## src/rtl/ex_stage_mdu.sv

```systemverilog
`timescale 1ns/1ps
// MIPS execute stage: operand forwarding, ALU, EX/MEM register and an iterative unsigned MULTU/DIVU unit owning HI/LO.
// Define EX_DIV_EN to build the restoring divider; without it DIVU behaves as an ordinary ALU instruction.
module ex_stage_mdu #(
   parameter int LEN                  = 32,
   parameter int NB_ADDRESS_REGISTROS = 5,
   parameter int NB_ALU_CONTROL       = 4,
   parameter int NB_CTRL_WB           = 2,
   parameter int NB_CTRL_MEM          = 3,
   parameter int NB_CTRL_EX           = 6
) (
   input  logic                            i_clk,
   input  logic                            i_rst,
   input  logic                            i_valid,
   input  logic [LEN-1:0]                  i_adder_id,
   input  logic [LEN-1:0]                  i_dato1,
   input  logic [LEN-1:0]                  i_dato2,
   input  logic [LEN-1:0]                  i_sign_extend,
   input  logic [NB_CTRL_WB-1:0]           i_ctrl_wb,
   input  logic [NB_CTRL_MEM-1:0]          i_ctrl_mem,
   input  logic [NB_CTRL_EX-1:0]           i_ctrl_ex,
   input  logic [2:0]                      i_mdu_op,
   input  logic [NB_ADDRESS_REGISTROS-1:0] i_rs,
   input  logic [NB_ADDRESS_REGISTROS-1:0] i_rt,
   input  logic [NB_ADDRESS_REGISTROS-1:0] i_rd,
   input  logic                            i_fwd_mem_we,
   input  logic                            i_fwd_wb_we,
   input  logic [NB_ADDRESS_REGISTROS-1:0] i_fwd_mem_reg,
   input  logic [NB_ADDRESS_REGISTROS-1:0] i_fwd_wb_reg,
   input  logic [LEN-1:0]                  i_fwd_mem_data,
   input  logic [LEN-1:0]                  i_fwd_wb_data,
   output logic                            o_stall,
   output logic                            o_alu_zero,
   output logic [NB_ADDRESS_REGISTROS-1:0] o_write_reg,
   output logic [NB_CTRL_WB-1:0]           o_ctrl_wb,
   output logic [NB_CTRL_MEM-1:0]          o_ctrl_mem,
   output logic [LEN-1:0]                  o_add_execute,
   output logic [LEN-1:0]                  o_alu_result,
   output logic [LEN-1:0]                  o_dato2
);

   localparam int NB_CNT = $clog2(LEN);

   localparam logic [1:0] ST_IDLE = 2'd0;
   localparam logic [1:0] ST_BUSY = 2'd1;
   localparam logic [1:0] ST_DONE = 2'd2;

   localparam logic [2:0] OP_MULTU = 3'd1;
   localparam logic [2:0] OP_MFHI  = 3'd3;
   localparam logic [2:0] OP_MFLO  = 3'd4;
   localparam logic [2:0] OP_MTHI  = 3'd5;
   localparam logic [2:0] OP_MTLO  = 3'd6;
`ifdef EX_DIV_EN
   localparam logic [2:0] OP_DIVU  = 3'd2;
`endif

   localparam logic [NB_ALU_CONTROL-1:0] ALU_AND = NB_ALU_CONTROL'(0);
   localparam logic [NB_ALU_CONTROL-1:0] ALU_OR  = NB_ALU_CONTROL'(1);
   localparam logic [NB_ALU_CONTROL-1:0] ALU_ADD = NB_ALU_CONTROL'(2);
   localparam logic [NB_ALU_CONTROL-1:0] ALU_XOR = NB_ALU_CONTROL'(3);
   localparam logic [NB_ALU_CONTROL-1:0] ALU_NOR = NB_ALU_CONTROL'(4);
   localparam logic [NB_ALU_CONTROL-1:0] ALU_SUB = NB_ALU_CONTROL'(6);
   localparam logic [NB_ALU_CONTROL-1:0] ALU_SLT = NB_ALU_CONTROL'(7);

   logic [NB_ALU_CONTROL-1:0] alu_op;
   logic                      alu_src;
   logic                      reg_dst;
   assign alu_op  = i_ctrl_ex[NB_ALU_CONTROL-1:0];
   assign alu_src = i_ctrl_ex[NB_ALU_CONTROL];
   assign reg_dst = i_ctrl_ex[NB_ALU_CONTROL+1];

   // Index 0 is operand A (rs), index 1 is operand B (rt); MEM beats WB, $zero is never bypassed.
   logic [NB_ADDRESS_REGISTROS-1:0] src_reg [2];
   logic [LEN-1:0]                  rf_val  [2];
   logic [LEN-1:0]                  fwd_val [2];
   assign src_reg[0] = i_rs;
   assign src_reg[1] = i_rt;
   assign rf_val[0]  = i_dato1;
   assign rf_val[1]  = i_dato2;

   genvar gi;
   generate
      for (gi = 0; gi < 2; gi++) begin : g_fwd
         logic hit_mem;
         logic hit_wb;
         assign hit_mem = i_fwd_mem_we && (i_fwd_mem_reg == src_reg[gi]) && (src_reg[gi] != '0);
         assign hit_wb  = i_fwd_wb_we  && (i_fwd_wb_reg  == src_reg[gi]) && (src_reg[gi] != '0);
         assign fwd_val[gi] = hit_mem ? i_fwd_mem_data : (hit_wb ? i_fwd_wb_data : rf_val[gi]);
      end
   endgenerate

   logic [LEN-1:0] op_a, op_b, alu_b, alu_out, result_next;
   assign op_a  = fwd_val[0];
   assign op_b  = fwd_val[1];
   assign alu_b = alu_src ? i_sign_extend : op_b;

   always_comb begin
      alu_out = '0;
      case (alu_op)
         ALU_AND: alu_out = op_a & alu_b;
         ALU_OR:  alu_out = op_a | alu_b;
         ALU_ADD: alu_out = op_a + alu_b;
         ALU_XOR: alu_out = op_a ^ alu_b;
         ALU_NOR: alu_out = ~(op_a | alu_b);
         ALU_SUB: alu_out = op_a - alu_b;
         ALU_SLT: alu_out = LEN'($signed(op_a) < $signed(alu_b));
         default: alu_out = '0;
      endcase
   end

   logic [1:0]        state_reg;
   logic [NB_CNT-1:0] cnt_reg;
   logic [LEN-1:0]    acc_reg, mq_reg, m_reg, hi_reg, lo_reg;
   logic              is_div_op, start, mdu_stall;

`ifdef EX_DIV_EN
   assign is_div_op = (i_mdu_op == OP_DIVU);
`else
   assign is_div_op = 1'b0;
`endif
   assign start     = i_valid && ((i_mdu_op == OP_MULTU) || is_div_op);
   assign mdu_stall = ((state_reg == ST_IDLE) && start) || (state_reg == ST_BUSY);
   assign o_stall   = mdu_stall && !i_rst;

   // mq holds the multiplier (shifted out LSB first) or the dividend (shifted out MSB first).
   logic [LEN:0]   mul_sum;
   logic [LEN-1:0] acc_next, mq_next;
   assign mul_sum = {1'b0, acc_reg} + (mq_reg[0] ? {1'b0, m_reg} : {(LEN+1){1'b0}});

`ifdef EX_DIV_EN
   logic           is_div_reg;
   logic [LEN:0]   div_shift;
   logic [LEN+1:0] div_diff;
   logic           div_ge, div_unused;
   assign div_shift  = {acc_reg, mq_reg[LEN-1]};
   assign div_diff   = {1'b0, div_shift} - {2'b00, m_reg};
   assign div_ge     = !div_diff[LEN+1];
   assign div_unused = div_diff[LEN];
   assign acc_next   = is_div_reg ? (div_ge ? div_diff[LEN-1:0] : div_shift[LEN-1:0]) : mul_sum[LEN:1];
   assign mq_next    = is_div_reg ? {mq_reg[LEN-2:0], div_ge} : {mul_sum[0], mq_reg[LEN-1:1]};
`else
   assign acc_next   = mul_sum[LEN:1];
   assign mq_next    = {mul_sum[0], mq_reg[LEN-1:1]};
`endif

   always_ff @(posedge i_clk or posedge i_rst) begin
      if (i_rst) begin
         state_reg <= ST_IDLE;
         cnt_reg   <= '0;
         acc_reg   <= '0;
         mq_reg    <= '0;
         m_reg     <= '0;
         hi_reg    <= '0;
         lo_reg    <= '0;
`ifdef EX_DIV_EN
         is_div_reg <= 1'b0;
`endif
      end else begin
         case (state_reg)
            ST_IDLE: begin
               if (start) begin
                  mq_reg    <= op_a;
                  m_reg     <= op_b;
                  acc_reg   <= '0;
                  cnt_reg   <= NB_CNT'(LEN-1);
                  state_reg <= ST_BUSY;
`ifdef EX_DIV_EN
                  is_div_reg <= is_div_op;
`endif
               end
            end
            ST_BUSY: begin
               acc_reg <= acc_next;
               mq_reg  <= mq_next;
               if (cnt_reg == '0) begin
                  hi_reg    <= acc_next;
                  lo_reg    <= mq_next;
                  state_reg <= ST_DONE;
               end else begin
                  cnt_reg <= cnt_reg - NB_CNT'(1);
               end
            end
            ST_DONE: state_reg <= ST_IDLE;
            default: state_reg <= ST_IDLE;
         endcase
         // MTHI/MTLO commit on the edge that retires them, never while the unit is stalling.
         if (i_valid && !mdu_stall) begin
            if (i_mdu_op == OP_MTHI)
               hi_reg <= op_a;
            else if (i_mdu_op == OP_MTLO)
               lo_reg <= op_a;
         end
      end
   end

   always_comb begin
      result_next = alu_out;
      if (i_mdu_op == OP_MFHI)
         result_next = hi_reg;
      else if (i_mdu_op == OP_MFLO)
         result_next = lo_reg;
   end

   logic                            alu_zero_reg;
   logic [NB_ADDRESS_REGISTROS-1:0] write_reg_reg;
   logic [NB_CTRL_WB-1:0]           ctrl_wb_reg;
   logic [NB_CTRL_MEM-1:0]          ctrl_mem_reg;
   logic [LEN-1:0]                  add_execute_reg, alu_result_reg, dato2_reg;

   // A bubble clears only the control side; data fields keep their last value.
   always_ff @(posedge i_clk or posedge i_rst) begin
      if (i_rst) begin
         alu_zero_reg    <= 1'b0;
         write_reg_reg   <= '0;
         ctrl_wb_reg     <= '0;
         ctrl_mem_reg    <= '0;
         add_execute_reg <= '0;
         alu_result_reg  <= '0;
         dato2_reg       <= '0;
      end else if (mdu_stall || !i_valid) begin
         alu_zero_reg    <= 1'b0;
         write_reg_reg   <= '0;
         ctrl_wb_reg     <= '0;
         ctrl_mem_reg    <= '0;
      end else begin
         alu_zero_reg    <= (alu_out == '0);
         write_reg_reg   <= reg_dst ? i_rd : i_rt;
         ctrl_wb_reg     <= i_ctrl_wb;
         ctrl_mem_reg    <= i_ctrl_mem;
         add_execute_reg <= i_adder_id + (i_sign_extend << 2);
         alu_result_reg  <= result_next;
         dato2_reg       <= op_b;
      end
   end

   assign o_alu_zero    = alu_zero_reg;
   assign o_write_reg   = write_reg_reg;
   assign o_ctrl_wb     = ctrl_wb_reg;
   assign o_ctrl_mem    = ctrl_mem_reg;
   assign o_add_execute = add_execute_reg;
   assign o_alu_result  = alu_result_reg;
   assign o_dato2       = dato2_reg;

endmodule

```

## config.mk

```make
export PLATFORM = sky130hd
export DESIGN_NAME = ex_stage_mdu
export DESIGN_NICKNAME = d
export VERILOG_FILES = /design/src/rtl/ex_stage_mdu.sv
export SDC_FILE = /design/constraint.sdc
export NUM_CORES = 1
export LEC_CHECK = 0
export CAP_MARGIN = 20
export CORE_MARGIN = 5
export CORE_UTILIZATION = 55
export CTS_CLUSTER_DIAMETER = 60
export DETAILED_ROUTE_END_ITERATION = 12
export GPL_TIMING_DRIVEN = 0
export PLACE_DENSITY = 0.86
export SLEW_MARGIN = 5
export SYNTH_ARGS = -nofsm -noshare
export SYNTH_HDL_FRONTEND = slang
export SYNTH_SLANG_ARGS = --single-unit
```

## constraint.sdc

```tcl
create_clock -name i_clk -period 13.14 [get_ports i_clk]
set_input_delay 3.285 -clock i_clk [delete_from_list [all_inputs] [get_ports i_clk]]
set_output_delay 3.285 -clock i_clk [all_outputs]
set_load 0.1 [all_outputs]
```

Yosys cells after proc, flatten, opt, wreduce, memory -nomap -nowiden --
Index checks and enable logic that the tools add are counted.
Word-level totals: register bits after elaboration 274, word-level logic and storage cells 104, bits of input ports 236, output and inout port bits 108
Operators by class: reduce and logical (&&, ||, !) cells 28, add/subtract/negate cells 5, order comparisons 1, bitwise logic cells 4, multiplexer cells 33, eq/ne operators 19
Operators by type and width (count):
- 32-bit two-way mux | 19
- 32-bit case mux with 7 select lines | 1
- 32-bit case mux with 2 select lines | 2
- 32-bit adder | 2
- 32-bit by 32-bit adder with 33-bit output | 1
- 32-bit bitwise AND | 1
- 32-bit zero test | 1
- 32-bit less-than comparator | 1
- 32-bit NOT | 1
- 32-bit OR | 1
- 32-bit subtractor | 1
- 32-bit bitwise XOR | 1
- 5-bit == test | 4
- 5-bit two-way mux | 4
- 4-bit by 3-bit == test with 1-bit output (second input constant) | 3
- 1-bit logical AND | 12
- 5-bit case mux with 2 select lines | 1
- 5-bit nonzero test | 2
- 3-bit == test (second input constant) | 3
- 4-bit by 2-bit == test with 1-bit output (second input constant) | 2
- 2-bit two-way mux | 3
- 2-bit AND reduction | 3
- 5-bit zero test | 1
- 5-bit by 1-bit subtractor with 5-bit output (second input constant) | 1
- 15 further kinds | 19

Depth between registers and ports, before layout --
depth after elaboration 11, mapped depth 21, gate-level depth less buffers 20

Least setup slack after synthesis --
No wires, ideal clock.
kind input-to-output, start in i_mdu_op[1], end out o_stall, stages 6, arrival 5541 ps, path slack 4314 ps, cells stage by stage nor3b_1 > and3_1 > clkbuf_1 > nor2_1 > clkbuf_1 > nor2_1
On the way: longest elaborated chain between the ends 5
RTL lines:
- start, declared | line 22 | input logic [2:0] i_mdu_op,
- 3-bit by 1-bit == test with 1-bit output | line 121 | assign start = i_valid && ((i_mdu_op == OP_MULTU) || is_div_op);
- 1-bit logical AND | line 121
- 1-bit logical AND | line 122 | assign mdu_stall = ((state_reg == ST_IDLE) && start) || (state_reg == ST_BUSY);
- 1-bit logical OR | line 122
- 1-bit logical AND | line 123 | assign o_stall = mdu_stall && !i_rst;
- end, declared | line 32 | output logic o_stall,
Every way passes these cells.

Worst setup path in the final report --
start in i_rt[3], end reg alu_zero_reg (netlist: o_alu_zero)
On the way: longest elaborated chain between the ends 11
RTL lines:
- start, declared | line 24 | input logic [NB_ADDRESS_REGISTROS-1:0] i_rt,
- 5-bit == test | line 87 | assign hit_wb = i_fwd_wb_we && (i_fwd_wb_reg == src_reg[gi]) && (src_reg[gi] != '0);
- 1-bit logical AND (2 in a row) | line 87
- 32-bit two-way mux | line 88 | assign fwd_val[gi] = hit_mem ? i_fwd_mem_data : (hit_wb ? i_fwd_wb_data : rf_val[gi]);
- 32-bit two-way mux * | line 88
- 32-bit two-way mux * | line 95 | assign alu_b = alu_src ? i_sign_extend : op_b;
- parallel branches: the longest is 2 deep, another holds 32-bit subtractor
- 32-bit case mux with 7 select lines * | line 99 | case (alu_op)
- 32-bit zero test * | line 226 | alu_zero_reg <= (alu_out == '0);
- 1-bit two-way mux * | line 220 | end else if (mdu_stall || !i_valid) begin
- end signal, assigned | line 226
- end, declared | line 204 | logic alu_zero_reg;
Mark *: on every way between the ends. A chain may end at the register's enable or synchronous reset.

==> results.json <==
{
  "run_status": "finished, final reports clean",
  "synth.cells.most_frequent": "sky130_fd_sc_hd__nand2_1 (500), sky130_fd_sc_hd__dfrtp_1 (274), sky130_fd_sc_hd__o21ai_0 (241)",
  "dp_hpwl_um": 80290,
  "max_stage_delay_ns": 0.91,
  "clock_tree_from_tritoncts": "built",
  "die_outline_area_um2": 44720,
  "cap_violations": 0,
  "finish.net_count": 3629,
  "post-route-util": 0.6910,
  "grt_max_degree": 111,
  "cts.htree.levels": 1,
  "number_of_cells_traversed_by_the_worst_hold_path": 2,
  "syn_nets": 3247,
  "drt-total-wl_um": 100300,
  "fin_setup_tns_ns": 0,
  "cell_internal_pwr_uw": 2538,
  "first_global_vias": 24038,
  "detail_route.wl_per_cell_um": 26.55,
  "pin_count": 344,
  "synth_largest_type_area_fraction": 0.3071,
  "place_worst_setup_slack_ns": 2.453,
  "dieWidth_um": 211.5,
  "ctsRootBufferMaster": "sky130_fd_sc_hd__clkbuf_16",
  "timing_worst_setup_path_type": "in2reg",
  "min_period_over_period": 0.7893,
  "synth_compound_area_frac": 0.2532,
  "synth_top_flop_cell": "sky130_fd_sc_hd__dfrtp_1",
  "critPathMaxFanout": 10,
  "synthesized_instance_count": 2845,
  "die_h_um": 211.5,
  "postSynthRegisterBits": 274,
  "placed_cells": 3720,
  "worst_skew_pair.late_latency_ns": 0.59,
  "worst_ir_drop_vdd_mv": 0.1876,
  "worst-endpoint-required_ns": 13.64,
  "power.sequential.fraction": 0.270,
  "drcViolationCount": 0,
  "via_count": 25373,
  "coreArea_um2": 39910,
  "comb_power_share": 0.564,
  "rsz0062_at_grt": "no",
  "num_rows": 73,
  "synth_area_leaders": "sky130_fd_sc_hd__dfrtp_1 (31%), sky130_fd_sc_hd__ha_1 (9.1%), sky130_fd_sc_hd__nand2_1 (8.4%)",
  "post-synth-top-area-cell": "sky130_fd_sc_hd__dfrtp_1",
  "drv_slew": 0,
  "fmax_mhz": 96.42,
  "cp_cell_sequence": "clkdlybuf4s50_1 > or4_1 > nor2_1 > nor4_2 > clkbuf_1 > mux2i_1 > o21ai_0 > mux2i_1 > ha_1 > a211oi_1 > nor4_1 > nor3_2 > o21ai_1 > a21oi_1 > o21ai_1 > a211o_1 > a21oi_1 > nand4_1 > or4_1 > nor4_2",
  "mappedNetlistArea_um2": 22330,
  "worst_path_dominant_cell_family": "compound AO/OA/AOI/OAI gates",
  "powerDensity_nw_per_um2": 195.1,
  "worst_setup_skew_after_layout_ns": 0.02293,
  "grt_remaining_overflow": 0,
  "cts-resized-gates": 0,
  "synth_xor_area_frac": 0.02981,
  "postRouteAntennaNets": 0,
  "setup_viol": 0,
  "cts.reportedPaths.clkPinSlew_ns": 0.06,
  "placement.io_buffers": 341,
  "power_switching_share": 0.5285,
  "tritoncts_num_sinks": 274,
  "initialDrtViolationCount": 3655,
  "synth.area.mux_share": 0.05363,
  "cts_hold_buf": 0,
  "end_kind": "register",
  "grt_antenna_before_repair": 1,
  "worst_ep_arrival_time_ns": 10.87,
  "p_leak_uw": 0.01200,
  "synth_edf_count": 0,
  "ys.warnings.count": 0,
  "number_of_buffers_inserted_during_clock_tree_synthesis": 30,
  "syn2layout_area_growth_pct": 23.53,
  "min-delay-path-class": "reg2reg",
  "cts_setup_buffers": 0,
  "r2r_cells": 15,
  "worst_path_max_delay_cell": "sky130_fd_sc_hd__clkbuf_1",
  "syn_area_per_cell_um2": 7.848,
  "timing.critical_path.depth": 20,
  "worst_max_slew_pin_slew_ns": 1.195,
  "shortest_clock_period_the_worst_path_allows_after_layout_ns": 10.37,
  "grt_pass1_wl_um": 146800,
  "async_flop_share": 1.000,
  "filler_cell_count": 3229,
  "cts_max_path_buffers": 3,
  "dr.pass1.iters": 8,
  "floorplan.initialDensity": 0.5594,
  "post_drt_via_cell_ratio": 6.718,
  "share_clk_of_total_power": 0.165,
  "drive_gt1_frac": 0.04400,
  "layoutNonFillerInstCount": 3777,
  "post-synth-top-count-cell": "sky130_fd_sc_hd__nand2_1",
  "total_global_routing_track_utilization": 0.4252,
  "hold_ws_ns": 0.4717,
  "final_hold_viol_count": 0,
  "post_synth_simple_gate_area": 0.2086,
  "ys_types": 91,
  "fin_ws_ns": 2.769,
  "worst_slew_margin_rel": 0.1948,
  "p_switching_uw": 2844,
  "gpl.final_weighted_congestion": 1.031,
  "critical_path.n_buffers_inverters": 2,
  "yosysSeqAreaShare": 0.3071,
  "start_kind": "input pin",
  "post_synthesis_share_of_cell_area_spent_on_full_adders_half_adders_and_majority_gates": 0.09437,
  "synth_top_family_by_area": "compound AO/OA/AOI/OAI gates"
}
-- path summary, 6_finish.rpt --
| kind | startpoint | endpoint | slack (ns) |
|---|---|---|---|
| min in group asynchronous | i_rst | m_reg[22] | 3.21 |
| worst max register to register | mq_reg[0] | hi_reg[31] | 8.86 |
| max in group asynchronous | i_rst | o_add_execute[22] | 8.50 |
| worst min-delay path | m_reg[0] | m_reg[0] | 0.47 |
| worst max-delay path | i_rt[3] | o_alu_zero | 2.77 |
| worst min register to register | m_reg[0] | m_reg[0] | 0.47 |
-- cells in the final DEF (no fill, tap or decap), drive strengths merged, types with 14 or more instances in the layout --
| cell type | Yosys | layout |
|---|---|---|
| a211oi | 44 | 44 |
| a21o | 44 | 44 |
| a21oi | 166 | 166 |
| a221o | 14 | 14 |
| a221oi | 18 | 18 |
| a22oi | 42 | 42 |
| a31oi | 60 | 60 |
| and2 | 43 | 43 |
| and3 | 17 | 17 |
| buf | 34 | 43 |
| clkbuf | 140 | 179 |
| clkdlybuf4s50 | 0 | 341 |
| dfrtp | 274 | 274 |
| ha | 162 | 162 |
| inv | 132 | 134 |
| mux2 | 19 | 19 |
| mux2i | 96 | 96 |
| nand2 | 501 | 501 |
| nand2b | 16 | 16 |
| nand3 | 65 | 65 |
| nand4 | 20 | 20 |
| nor2 | 227 | 227 |
| nor2b | 19 | 19 |
| nor3 | 46 | 46 |
| nor4 | 21 | 21 |
| o211ai | 24 | 24 |
| o21a | 56 | 56 |
| o21ai | 253 | 253 |
| o21bai | 22 | 22 |
| o31ai | 25 | 25 |
| xnor2 | 44 | 44 |
| xor2 | 32 | 32 |
-- power by group through the flow --
stage	Combinational, uW	Sequential (uW)	Clock (uW)
after floorplan	1080	2420	0
after CTS	2980	1440	880
final	3040	1460	889
after detailed placement	2960	1440	0
after global routing	3170	1480	917
after global placement	2910	1430	0
-- through the flow --
| step | total power, uW | area, um2 |
|---|---|---|
| 4_1_cts | 5293 | 27580 |
| 5_1_grt | 5567 | 27580 |
| 6_report | 5382 | 27580 |
| 3_3_place_gp | 4336 | 26400 |
| 2_1_floorplan | 3497 | 22330 |
| 3_5_place_dp | 4405 | 26550 |
-- layer usage --
| metal | vias to the layer above | track usage | part of all wire |
|---|---|---|---|
| li1 | 10888 | - | - |
| met1 | 12142 | 0.5585 | 0.38 |
| met2 | 1950 | 0.6397 | 0.42 |
| met3 | 391 | 0.09662 | 0.12 |
| met4 | 2 | 0.2594 | 0.080 |
| met5 | - | 0 | 0.000070 |
-- worst reg2reg max path, delay by kind of cell, from the launching register on --
kind	cells	cell delay [ns]
AND/OR/NAND/NOR	6	1.45
AO/OA/AOI/OAI	6	1.45
buffers and inverters	2	0.51
flip-flops	1	0.48
adder cells (fa/ha/maj)	1	0.27
-- cells by family after synthesis --
logic type / count (synthesis)
and+or+nand+nor: 1040
xor gates and xnor gates: 76
DFF: 274
buffers and inverters: 306
adders and majority gates: 166
muxes: 116
AOI/OAI and AO/OA: 867
-- area by class of cell --
type                    count  area [um2]  share of cell area
plain buffers             174       694.4             0.02518
flip-flops and latches    274        6857              0.2486
clock buffers              39       844.6             0.03062
clock inverters            16       178.9            0.006487
inverters                 132       503.0             0.01824
diodes                      2       5.005           0.0001815
repair buffers            350        3526              0.1278
multi-input cells        2265       14320              0.5190
well taps                 525       656.9             0.02382
No activity file was read; power rests on OpenSTA's default activity.
